## src/rtl/prog_loader_pkg.sv

```systemverilog
// Shared constants and state encoding for the program loader.
//   IM_AW  : instruction-memory address width (64 words)
//   WORD_W : instruction word width
//   BYTE_W : width of the serial byte stream
package prog_loader_pkg;

    localparam int IM_AW  = 6;
    localparam int WORD_W = 16;
    localparam int BYTE_W = 8;

    typedef enum logic [2:0] {
        IDLE  = 3'd0,
        HI    = 3'd1,
        LO    = 3'd2,
        WRITE = 3'd3,
        CHK   = 3'd4,
        FIN   = 3'd5
    } state_e;

endpackage

```

## src/rtl/prog_loader_adder.sv

```systemverilog
// Six-bit ripple-carry adder used for the loader's word counter.
//   X, Y : addends
//   Cin  : carry in
//   S    : sum (carry out of bit 5 is dropped; the counter never reaches it)
module FA_6bit_adder (
    input  logic [5:0] X,
    input  logic [5:0] Y,
    input  logic       Cin,
    output logic [5:0] S
);

    logic [5:0] c;

    assign c[0] = Cin;

    for (genvar i = 0; i < 6; i++) begin : g_fa
        assign S[i] = X[i] ^ Y[i] ^ c[i];
        if (i < 5) begin : g_carry
            assign c[i+1] = (X[i] & Y[i]) | (c[i] & (X[i] ^ Y[i]));
        end
    end

endmodule

```

## src/rtl/prog_loader.sv

```systemverilog
// Program loader: receives a byte stream (high byte first) and writes
// len+1 16-bit words into instruction memory, then checks a trailing
// XOR checksum byte. The processor is held until a load completes cleanly.
//   clk, clr_n         : clock, asynchronous active-low reset
//   start, len         : begin a load of len+1 words (accepted in IDLE only)
//   rx_data/valid/ready: byte stream handshake
//   im_we/addr/wdata   : instruction-memory write port
//   cpu_hold, busy     : processor freeze, load in progress
//   done, err          : end-of-load pulse, sticky checksum error
module prog_loader
    import prog_loader_pkg::*;
(
    input  logic              clk,
    input  logic              clr_n,
    input  logic              start,
    input  logic [IM_AW-1:0]  len,
    input  logic [BYTE_W-1:0] rx_data,
    input  logic              rx_valid,
    output logic              rx_ready,
    output logic              im_we,
    output logic [IM_AW-1:0]  im_addr,
    output logic [WORD_W-1:0] im_wdata,
    output logic              cpu_hold,
    output logic              busy,
    output logic              done,
    output logic              err
);

    state_e              state_q, state_d;
    logic [IM_AW-1:0]    cnt_q, cnt_inc, len_q;
    logic [BYTE_W-1:0]   hi_q, chk_q;
    logic [IM_AW-1:0]    addr_q;
    logic [WORD_W-1:0]   wdata_q;
    logic                err_q, hold_q;
    logic                xfer;

    FA_6bit_adder u_cnt_inc (
        .X   (cnt_q),
        .Y   (6'b000001),
        .Cin (1'b0),
        .S   (cnt_inc)
    );

    // All handshake/strobe outputs decode registered state only.
    assign rx_ready = (state_q == HI) || (state_q == LO) || (state_q == CHK);
    assign xfer     = rx_valid && rx_ready;
    assign im_we    = (state_q == WRITE);
    assign done     = (state_q == FIN);
    assign busy     = (state_q != IDLE);
    assign im_addr  = addr_q;
    assign im_wdata = wdata_q;
    assign err      = err_q;
    assign cpu_hold = hold_q;

    always_ff @(posedge clk or negedge clr_n) begin
        if (!clr_n) state_q <= IDLE;
        else        state_q <= state_d;
    end

    always_comb begin
        state_d = state_q;
        unique case (state_q)
            IDLE:    if (start) state_d = HI;
            HI:      if (xfer)  state_d = LO;
            LO:      if (xfer)  state_d = WRITE;
            WRITE:   state_d = (cnt_q == len_q) ? CHK : HI;
            CHK:     if (xfer)  state_d = FIN;
            FIN:     state_d = IDLE;
            default: state_d = IDLE;
        endcase
    end

    always_ff @(posedge clk or negedge clr_n) begin
        if (!clr_n) begin
            cnt_q   <= '0;
            len_q   <= '0;
            hi_q    <= '0;
            chk_q   <= '0;
            addr_q  <= '0;
            wdata_q <= '0;
            err_q   <= 1'b0;
            hold_q  <= 1'b1;
        end else begin
            unique case (state_q)
                IDLE: if (start) begin
                    len_q  <= len;
                    cnt_q  <= '0;
                    chk_q  <= '0;
                    err_q  <= 1'b0;
                    hold_q <= 1'b1;
                end
                HI: if (xfer) begin
                    hi_q  <= rx_data;
                    chk_q <= chk_q ^ rx_data;
                end
                // The write port is loaded here so im_addr/im_wdata are
                // already valid in the WRITE cycle and hold afterwards.
                LO: if (xfer) begin
                    chk_q   <= chk_q ^ rx_data;
                    addr_q  <= cnt_q;
                    wdata_q <= {hi_q, rx_data};
                end
                WRITE: if (cnt_q != len_q) cnt_q <= cnt_inc;
                CHK: if (xfer) err_q <= (rx_data != chk_q);
                FIN: if (!err_q) hold_q <= 1'b0;
                default: ;
            endcase
        end
    end

endmodule

```

## config.mk

```make
export PLATFORM = sky130hd
export DESIGN_NAME = prog_loader
export DESIGN_NICKNAME = d
export VERILOG_FILES = /design/src/rtl/prog_loader_pkg.sv /design/src/rtl/prog_loader_adder.sv /design/src/rtl/prog_loader.sv
export SDC_FILE = /design/constraint.sdc
export NUM_CORES = 1
export LEC_CHECK = 0
export CORE_MARGIN = 1.5
export CORE_UTILIZATION = 52
export CTS_CLUSTER_DIAMETER = 80
export CTS_CLUSTER_SIZE = 8
export DETAILED_ROUTE_END_ITERATION = 7
export PLACE_DENSITY = 0.8
export SLEW_MARGIN = 20
export SYNTH_ARGS = -nofsm -noshare
export SYNTH_HDL_FRONTEND = slang
export SYNTH_SLANG_ARGS = --single-unit
```

## constraint.sdc

```tcl
create_clock -name clk -period 2 [get_ports clk]
set_input_delay 0.3 -clock clk [delete_from_list [all_inputs] [get_ports clk]]
set_output_delay 0.3 -clock clk [all_outputs]
set_load 0.03 [all_outputs]
```

Yosys cells after proc, flatten, opt, wreduce, memory -nomap -nowiden. Index checks and enable logic that the tools add are counted.

Eq/ne operators: 15. Mux-type cells: 18. Bitwise logic cells: 11. Reduce and logical (&&, ||, !) cells: 18.

Operator list (number): 8-bit 2-to-1 mux (2); 8-bit one-hot mux with 2 select lines (1); 3-bit 2-to-1 mux (5); 3-bit one-hot mux with 5 select lines (1); 6-bit 2-to-1 mux (2); 6-bit one-hot mux with 2 select lines (1); 3-bit AND reduction (4); 2-bit inequality test (second input constant) (5); 8-bit inequality test (1); 2-bit nonzero test (4); 8-bit XOR (1); 3-bit by 2-bit equality test with 1-bit output (second input constant) (2); 3-bit equality test (second input constant) (2); 6-bit equality test (1); 6-bit inequality test (1); 2-bit AND reduction (3); 1-bit XOR (5); 1-bit bitwise AND (4); 1-bit 2-to-1 mux (4); 2-bit by 1-bit inequality test with 1-bit output (second input constant) (2); 1-bit one-hot mux with 2 select lines (2); 4-bit AND reduction (1); 3-bit by 1-bit equality test with 1-bit output (second input constant) (1); 3-bit logical NOT (1); other kinds (5) (6).

Bits in registers: 55. Bits of input ports: 18. Output and inout bits: 28. Logic and storage cells: 71.

Logic depth before layout (Yosys ltp). Gate-level depths: netlist (run 1).

Word-level depth: 7. Mapped depth: 7.

Cells and area by module. From an unflattened synthesis (run 1), not the netlist that was laid out.

Cell total of the unflattened synthesis: 207. Area, all modules: 2642.5 um^2.

Modules (own cells, without submodules): prog_loader (instances 1, cells each 196, area an instance 2499.9 um^2, seq. area each 1377.6 um^2); FA_6bit_adder (instances 1, cells each 11, area an instance 142.6 um^2, seq. area each 0.0 um^2).

Worst setup path after synthesis (run 1). OpenSTA, ideal clock, no wires.

Path type: register -> register. From: register state_q[2]. To: register cnt_q[1]. Library setup time: 122 ps. Arrival time: 1671 ps. Setup slack: 206 ps. Stages on the path, launching flop included: 6. Period minus slack after synthesis: 1794 ps. Cell sequence: dfrtp_1 > buf_2 > nor2_1 > a21boi_2 > mux2i_1 > nor2_1.

Cells in the longest elaborated chain, start to end: 3. Elaborated cells between the ends (all ways): 7. Those cells by class: eq/ne (3); mux (1); reduce/logical (3).

RTL lines: start: declaration (RTL line prog_loader.sv:29) `state_e state_q, state_d;`; start signal: assignment (RTL line prog_loader.sv:57) `else state_q <= state_d;`; 3-bit by 2-bit equality test with 1-bit output *; named net im_we (RTL line prog_loader.sv:20) `output logic im_we,`; 2-bit by 1-bit inequality test with 1-bit output (no line) / 2-bit nonzero test (equally long branches); 3-bit AND reduction (no line); end signal: assignment (RTL line prog_loader.sv:103) `WRITE: if (cnt_q != len_q) cnt_q <= cnt_inc;`; end: declaration (RTL line prog_loader.sv:30) `logic [IM_AW-1:0] cnt_q, cnt_inc, len_q;`.

Mark *: on every way through the listed nets, which the timed path passes. The rest lies on a longest branch. A chain may end at the register's enable or synchronous reset.

Worst setup path after layout (run 1).
From: register state_q[0]. To: output rx_ready.

Cells in the longest elaborated chain, start to end: 3. Elaborated cells between the ends (all ways): 5. Those cells by class: eq/ne (3); reduce/logical (2).

RTL lines: 3-bit by 1-bit equality test with 1-bit output / 3-bit by 2-bit equality test with 1-bit output (equally long branches) (RTL line prog_loader.sv:45) `assign rx_ready = (state_q == HI) || (state_q == LO) || (state_q == CHK);`; 1-bit logical OR (RTL line prog_loader.sv:45); 1-bit logical OR * (RTL line prog_loader.sv:45); end: declaration (RTL line prog_loader.sv:19) `output logic rx_ready,`.

Every way passes the cells marked *; elsewhere a longest branch is shown, timed or not.

==> results.yml, run 1 <==
layout:
  areaGrowthSynthToFinish_pct: 25.7
  n_antenna_cell: 0
  multi_input_area_sq_um: 1070
  finalNetCount: 277
  regArea_sq_um: 1380
  fillers: 331
  drive_gt1_share_pct: 23.0
yosys:
  synth_cells: 202
  synth_seq_cells: 55
  ys_top_cells_by_count: "dfrtp_1 (54), mux2_2 (37), nor2_1 (18)"
  yosys.area.top_type: "dfrtp_1"
  synth.top_cell.area_share_pct: 54.5
  synth-edff-count: 0
  synthArstFlopShare_pct: 100
  synthFlopType: "dfrtp_1"
  yosysMostFrequentCell: "dfrtp_1"
  ys_seq_area_share_pct: 55.5
  yosysWarnings: 0
  synth.area.top_cells: "dfrtp_1 (54%), mux2_2 (17%), o21ai_0 (2.8%)"
  synth_nets: 224
  synth_area_sq_um: 2480
  syn_area_per_cell_sq_um: 12.3
  synth_cell_types: 32
setup_path:
  path_class: "flip-flop to output pin"
  r2r_cells: 5
  worst_r2r_startpoint: "state_q[0]"
  critPathLaunchType: "flip-flop"
  cp_data_required_time_ns: 1.70
  slowest_stage: "dfrtp_1"
  cp-end-kind: "output pin"
  reg2reg_slack_ns: 0.28
  crit_path_max_incr_delay_ns: 0.46
  path_cells: "nand2b_1, a21o_2, nand2_1, buf_4"
  arrival_ns: 1.59
  r2r-end: "cnt_q[5]"
  path_max_fanout: 10
timing:
  period_share_pct: 94.5
  rsz0062_at_grt: "no"
  slew_headroom_pct: 67.2
  hold_viol_final: 0
  slew_violations: 0
  worst_clock_skew_ns: 0.00603
  tightest_slew_ns: 0.489
  clock.fmax_ghz: 0.529
  setup_tns_ns: 0
  setup_ws_ns: 0.110
  fin_crit_ns: 1.89
  finalSetupViolCount: 0
global_routing:
  grt.total_usage_pct: 19.8
  antenna_found_initial: 0
  grt_start_max_net_pins: 56
  grt_overflow: 0
  grt_pass1_vias: 1685
  grt_pass1_wl_mm: 8.02
clocking:
  cts.path.max_buffers: 2
  htree_levels: 2
  cts.clk_slew.worst_paths_ns: 0.09
  clock_latency_ns: 0.30
  cts_buffers: 5
  cts.sinks: 55
  cts_tree: "yes"
  post_cts_buffers: 0
  cts-root-buf: "clkbuf_8"
route:
  maxUsedRoutingLayer: "met4"
  wl_per_cell_microns: 14.9
  first_iter_violations: 97
  routed_wl_mm: 4.58
  dr.pass1.iters: 4
  drt-met1-wl_mm: 2.13
  routed-wl-met2_mm: 2.22
  antenna_left: 0
  drc: 0
  wl_met3_microns: 159
  vias: 1664
  avgViaCountPerCell: 5.40
power:
  power.density_nw_per_um2: 1510
  leakage_nw: 1.37
  ir_worst_vdd_mv: 0.917
floorplan:
  die_w_microns: 72.1
  io-pin-count: 46
  row_count: 24
  initial_core_util_pct: 55.5
  die_y_microns: 72.1
  fp.coreArea_sq_um: 4470
  die_area_sq_um: 5190
job:
  drv_cap: 0
place:
  portBuffers: 45
  gp_congestion: 0.741
  hpwl_mm: 3.21
  dp_slack_ns: 0.170
hold_path:
  hold_end: "im_wdata[8]"
  hold_start: "im_wdata[8]"
  min_path_cells: 1
  hp-class: "flip-flop to flip-flop"
run_status:
  status: "completed"
sequential cells by signal (all words and copies together), names as in the netlist:
signal and flops:
chk_q 8, err 1, cnt_q 6, hi_q 8
im_wdata 16, state_q 3, cpu_hold 1, len_q 6
im_addr 6
what timing repair did:
action / 4_1_cts / 5_1_grt
pin swaps: 0 / 0
endpoints found under the hold margin: 54 / 0
hold buffers: 1 / 0
gates resized for setup: 2 / 2
setup endpoints to repair: 2 / 2
layout by cell type, fill, tap and decap left out, types with 6 or more instances in the layout:
master and instances:
nor2_1 18, mux2_2 37, dfrtp_1 54, buf_4 7
nand2_1 6, clkdlybuf4s50_1 40, o21ai_0 14, nand2b_1 10
xor2_1 6, o21ai_1 8, xnor2_1 8
metrics by stage:
step	instance area (sq um)	total power [mW]	hold WS, ns	utilization (%)	cells
floorplan	2480	3.34	0.00441	-	202
global placement	3030	4.09	0.320	67.6	299
detailed placement	3030	4.15	0.319	67.6	299
CTS	3120	4.74	0.515	69.6	308
global route	3120	5.00	0.530	69.7	308
finish	3120	4.70	0.510	69.7	308
logic make-up after synthesis:
kind of cell    synth area share, %
flops                          55.5
simple gates                   9.88
xor+xnor                       4.94
fa+ha+maj                      2.02
compound gates                 7.16
mux                            18.8
buf+inv                        1.66
where the power goes:
group	total [mW]	switching (mW)	internal (mW)
combinational	2.25	1.17	1.08
clock	0.580	0.333	0.247
sequential	1.87	0.301	1.57
critical path, delay by kind of cell (launching register included):
family | cells | cell delay, ns
buffers and inverters | 1 | 0.15
AOI/OAI and AO/OA | 1 | 0.33
DFF | 1 | 0.46
and+or+nand+nor | 2 | 0.34
final cells by class:
cell class	instances	area share (%)
clock buffer	7	2.45
clock inverter	1	0.160
inverter	2	0.241
multi-input combinational	138	34.3
sequential	55	44.2
tap	52	2.09
timing repair buffer	53	16.6
worst max-delay path by stage:
stage | startpoint | to | slack, ns | depth (start not counted)
after floorplan | state_q[2] | cnt_q[1] | 0.21 | 5
after global placement | rx_valid | im_wdata[10] | 0.16 | 4
after detailed placement | rx_valid | im_wdata[5] | 0.17 | 4
after CTS | state_q[0] | busy | 0.02 | 3
after global routing | state_q[0] | rx_ready | 0.04 | 4
final | state_q[0] | rx_ready | 0.11 | 4
layer usage:
metal | global-route usage [%] | vias to the layer above
met5 | 0 | -
met4 | 6.92 | 0
met3 | 4.17 | 6
met2 | 30.2 | 38
met1 | 28.4 | 814
li1 | - | 806
No activity file was read; power rests on OpenSTA's default activity.
==> run 2, diff against run 1 <==
HOLD_SLACK_MARGIN = 0.02   (was not set)
==> results of run 2 <==
Same layout as run 1: the final DEF is identical, and so are final timing and power.
==> run 3, diff against run 2 <==
GPL_TIMING_DRIVEN = 0   (was not set)
==> results.yml, run 3 (synthesis gave the netlist of run 1 again) <==
run_status:
  status: "completed"
global_routing:
  grt_overflow: 0
  grt_pass1_wl_mm: 7.98
  antenna_found_initial: 0
  grt_pass1_vias: 1686
  grt_start_max_net_pins: 56
  grt.total_usage_pct: 20.2
layout:
  finalNetCount: 276
  multi_input_area_sq_um: 1070
  largest_reg_flops: 16
  layout_common_cells: "dfrtp_1 (53), clkdlybuf4s50_1 (40), mux2_2 (37)"
  fin_cells: 307
  final_cell_area_sq_um: 3140
  fillers: 334
  n_antenna_cell: 0
  layout_commonest_cell: "dfrtp_1"
  drive_gt1_share_pct: 23.9
  regArea_sq_um: 1380
  areaGrowthSynthToFinish_pct: 26.5
clocking:
  cts_tree: "yes"
  cts.clk_slew.worst_paths_ns: 0.10
  cts.path.max_buffers: 2
  cts.sinks: 55
  htree_levels: 2
  cts_buffers: 5
  clock_latency_ns: 0.32
  cts_hold_buf: 0
  cts-root-buf: "clkbuf_8"
job:
  drv_cap: 0
floorplan:
  io-pin-count: 46
  initial_core_util_pct: 55.5
  die_area_sq_um: 5190
  die_y_microns: 72.1
  row_count: 24
  die_w_microns: 72.1
  fp.coreArea_sq_um: 4470
power:
  leakage_nw: 1.38
  power.density_nw_per_um2: 1590
  finalPower_mw: 5.00
  ir_worst_vdd_mv: 0.921
route:
  first_iter_violations: 87
  wl_per_cell_microns: 15.6
  avgViaCountPerCell: 5.59
  antenna_left: 0
  dr.pass1.iters: 4
  routed_wl_mm: 4.79
  vias: 1715
  drc: 0
place:
  hpwl_mm: 3.25
  portBuffers: 45
  placed_area_sq_um: 2990
  place_inst: 299
  gp_congestion: 0.780
setup_path:
  path_class: "flip-flop to output pin"
  reg2reg_slack_ns: 0.13
  cp_data_required_time_ns: 1.70
  cp-end-kind: "output pin"
  r2r_cells: 4
  critPathLaunchType: "flip-flop"
  arrival_ns: 1.64
  path_max_fanout: 10
hold_path:
  hp-class: "primary input to async pin"
timing:
  hold_ws_ns: 0.0183
  worst_clock_skew_ns: 0.0102
  rsz0062_at_grt: "yes"
  hold_viol_final: 0
  period_share_pct: 96.8
  finalSetupViolCount: 0
  clock.fmax_ghz: 0.517
  tightest_slew_ns: 0.689
  slew_headroom_pct: 54.1
  slew_violations: 0
  fin_crit_ns: 1.94
==> run 3: changes by cell type in the layout (fill, tap and decap cells not counted), sizes merged <==
cell	change
buf	-4
bufinv	+2
clkbuf	+2
clkinv	-1
clkinvlp	+1
dlygate4sd2	+1
dlygate4sd3	-1
dlymetal6s2s	-1
==> run 3: path summary, 6_finish.rpt <==
| check | start | end |
|---|---|---|
| max in group asynchronous | clr_n | state_q[0] |
| setup reg to reg | state_q[0] | im_addr[1] |
| hold reg to reg | hi_q[5] | im_wdata[13] |
| setup / recovery | state_q[0] | rx_ready |
| hold / removal | clr_n | im_wdata[4] |
| min in group clk | hi_q[5] | im_wdata[13] |
==> run 3: report_power, final <==
| part | switching, mW | leakage, nW | internal [mW] | total (mW) |
|---|---|---|---|---|
| Clock | 0.376 | 0.0644 | 0.499 | 0.875 |
| Sequential | 0.290 | 0.687 | 1.57 | 1.86 |
| Combinational | 1.20 | 0.625 | 1.06 | 2.27 |
| Total | 1.87 | 1.38 | 3.13 | 5.00 |
==> run 3: cell type report <==
type | instances | share of cell area, %
inverter | 2 | 0.239
clock inverter | 3 | 2.15
multi-input combinational | 138 | 34.1
timing repair buffer | 45 | 14.1
tap | 52 | 2.07
buffer | 7 | 1.24
clock buffer | 5 | 2.19
sequential | 55 | 43.9
==> run 3: what timing repair did <==
action | CTS | global route
hold endpoints to repair | 0 | 0
endpoints found under the setup margin | 4 | 21
buffers inserted | 0 | 0
gates resized for setup | 8 | 5
==> run 3: layer usage <==
metal | wire length (microns) | vias up | GRT usage, % | share of wire (%)
met5 | 0 | - | 0 | 0
met3 | 177 | 6 | 4.17 | 3.7
met4 | 74 | 0 | 6.92 | 1.5
met2 | 2310 | 32 | 31.3 | 48
met1 | 2230 | 865 | 28.8 | 46
li1 | - | 812 | - | -
==> run 3: stage by stage <==
step / setup TNS [ns] / setup slack [ns] / utilization [%]
3_5_place_dp: -2.51 / -0.102 / 66.9
3_3_place_gp: -57.53 / -1.02 / 67.0
2_1_floorplan: 0 / 0.206 / -
6_report: 0 / 0.0646 / 70.1
4_1_cts: 0 / 0.0239 / 69.8
5_1_grt: -0.0309 / -0.0309 / 70.1
==> run 3: critical path, stage by stage, from the launching register on <==
cell and delay (ns):
dfrtp_2 0.48, nand2b_1 0.21, a21o_1 0.18, buf_2 0.18, nand2_1 0.09, clkbuf_4 0.18
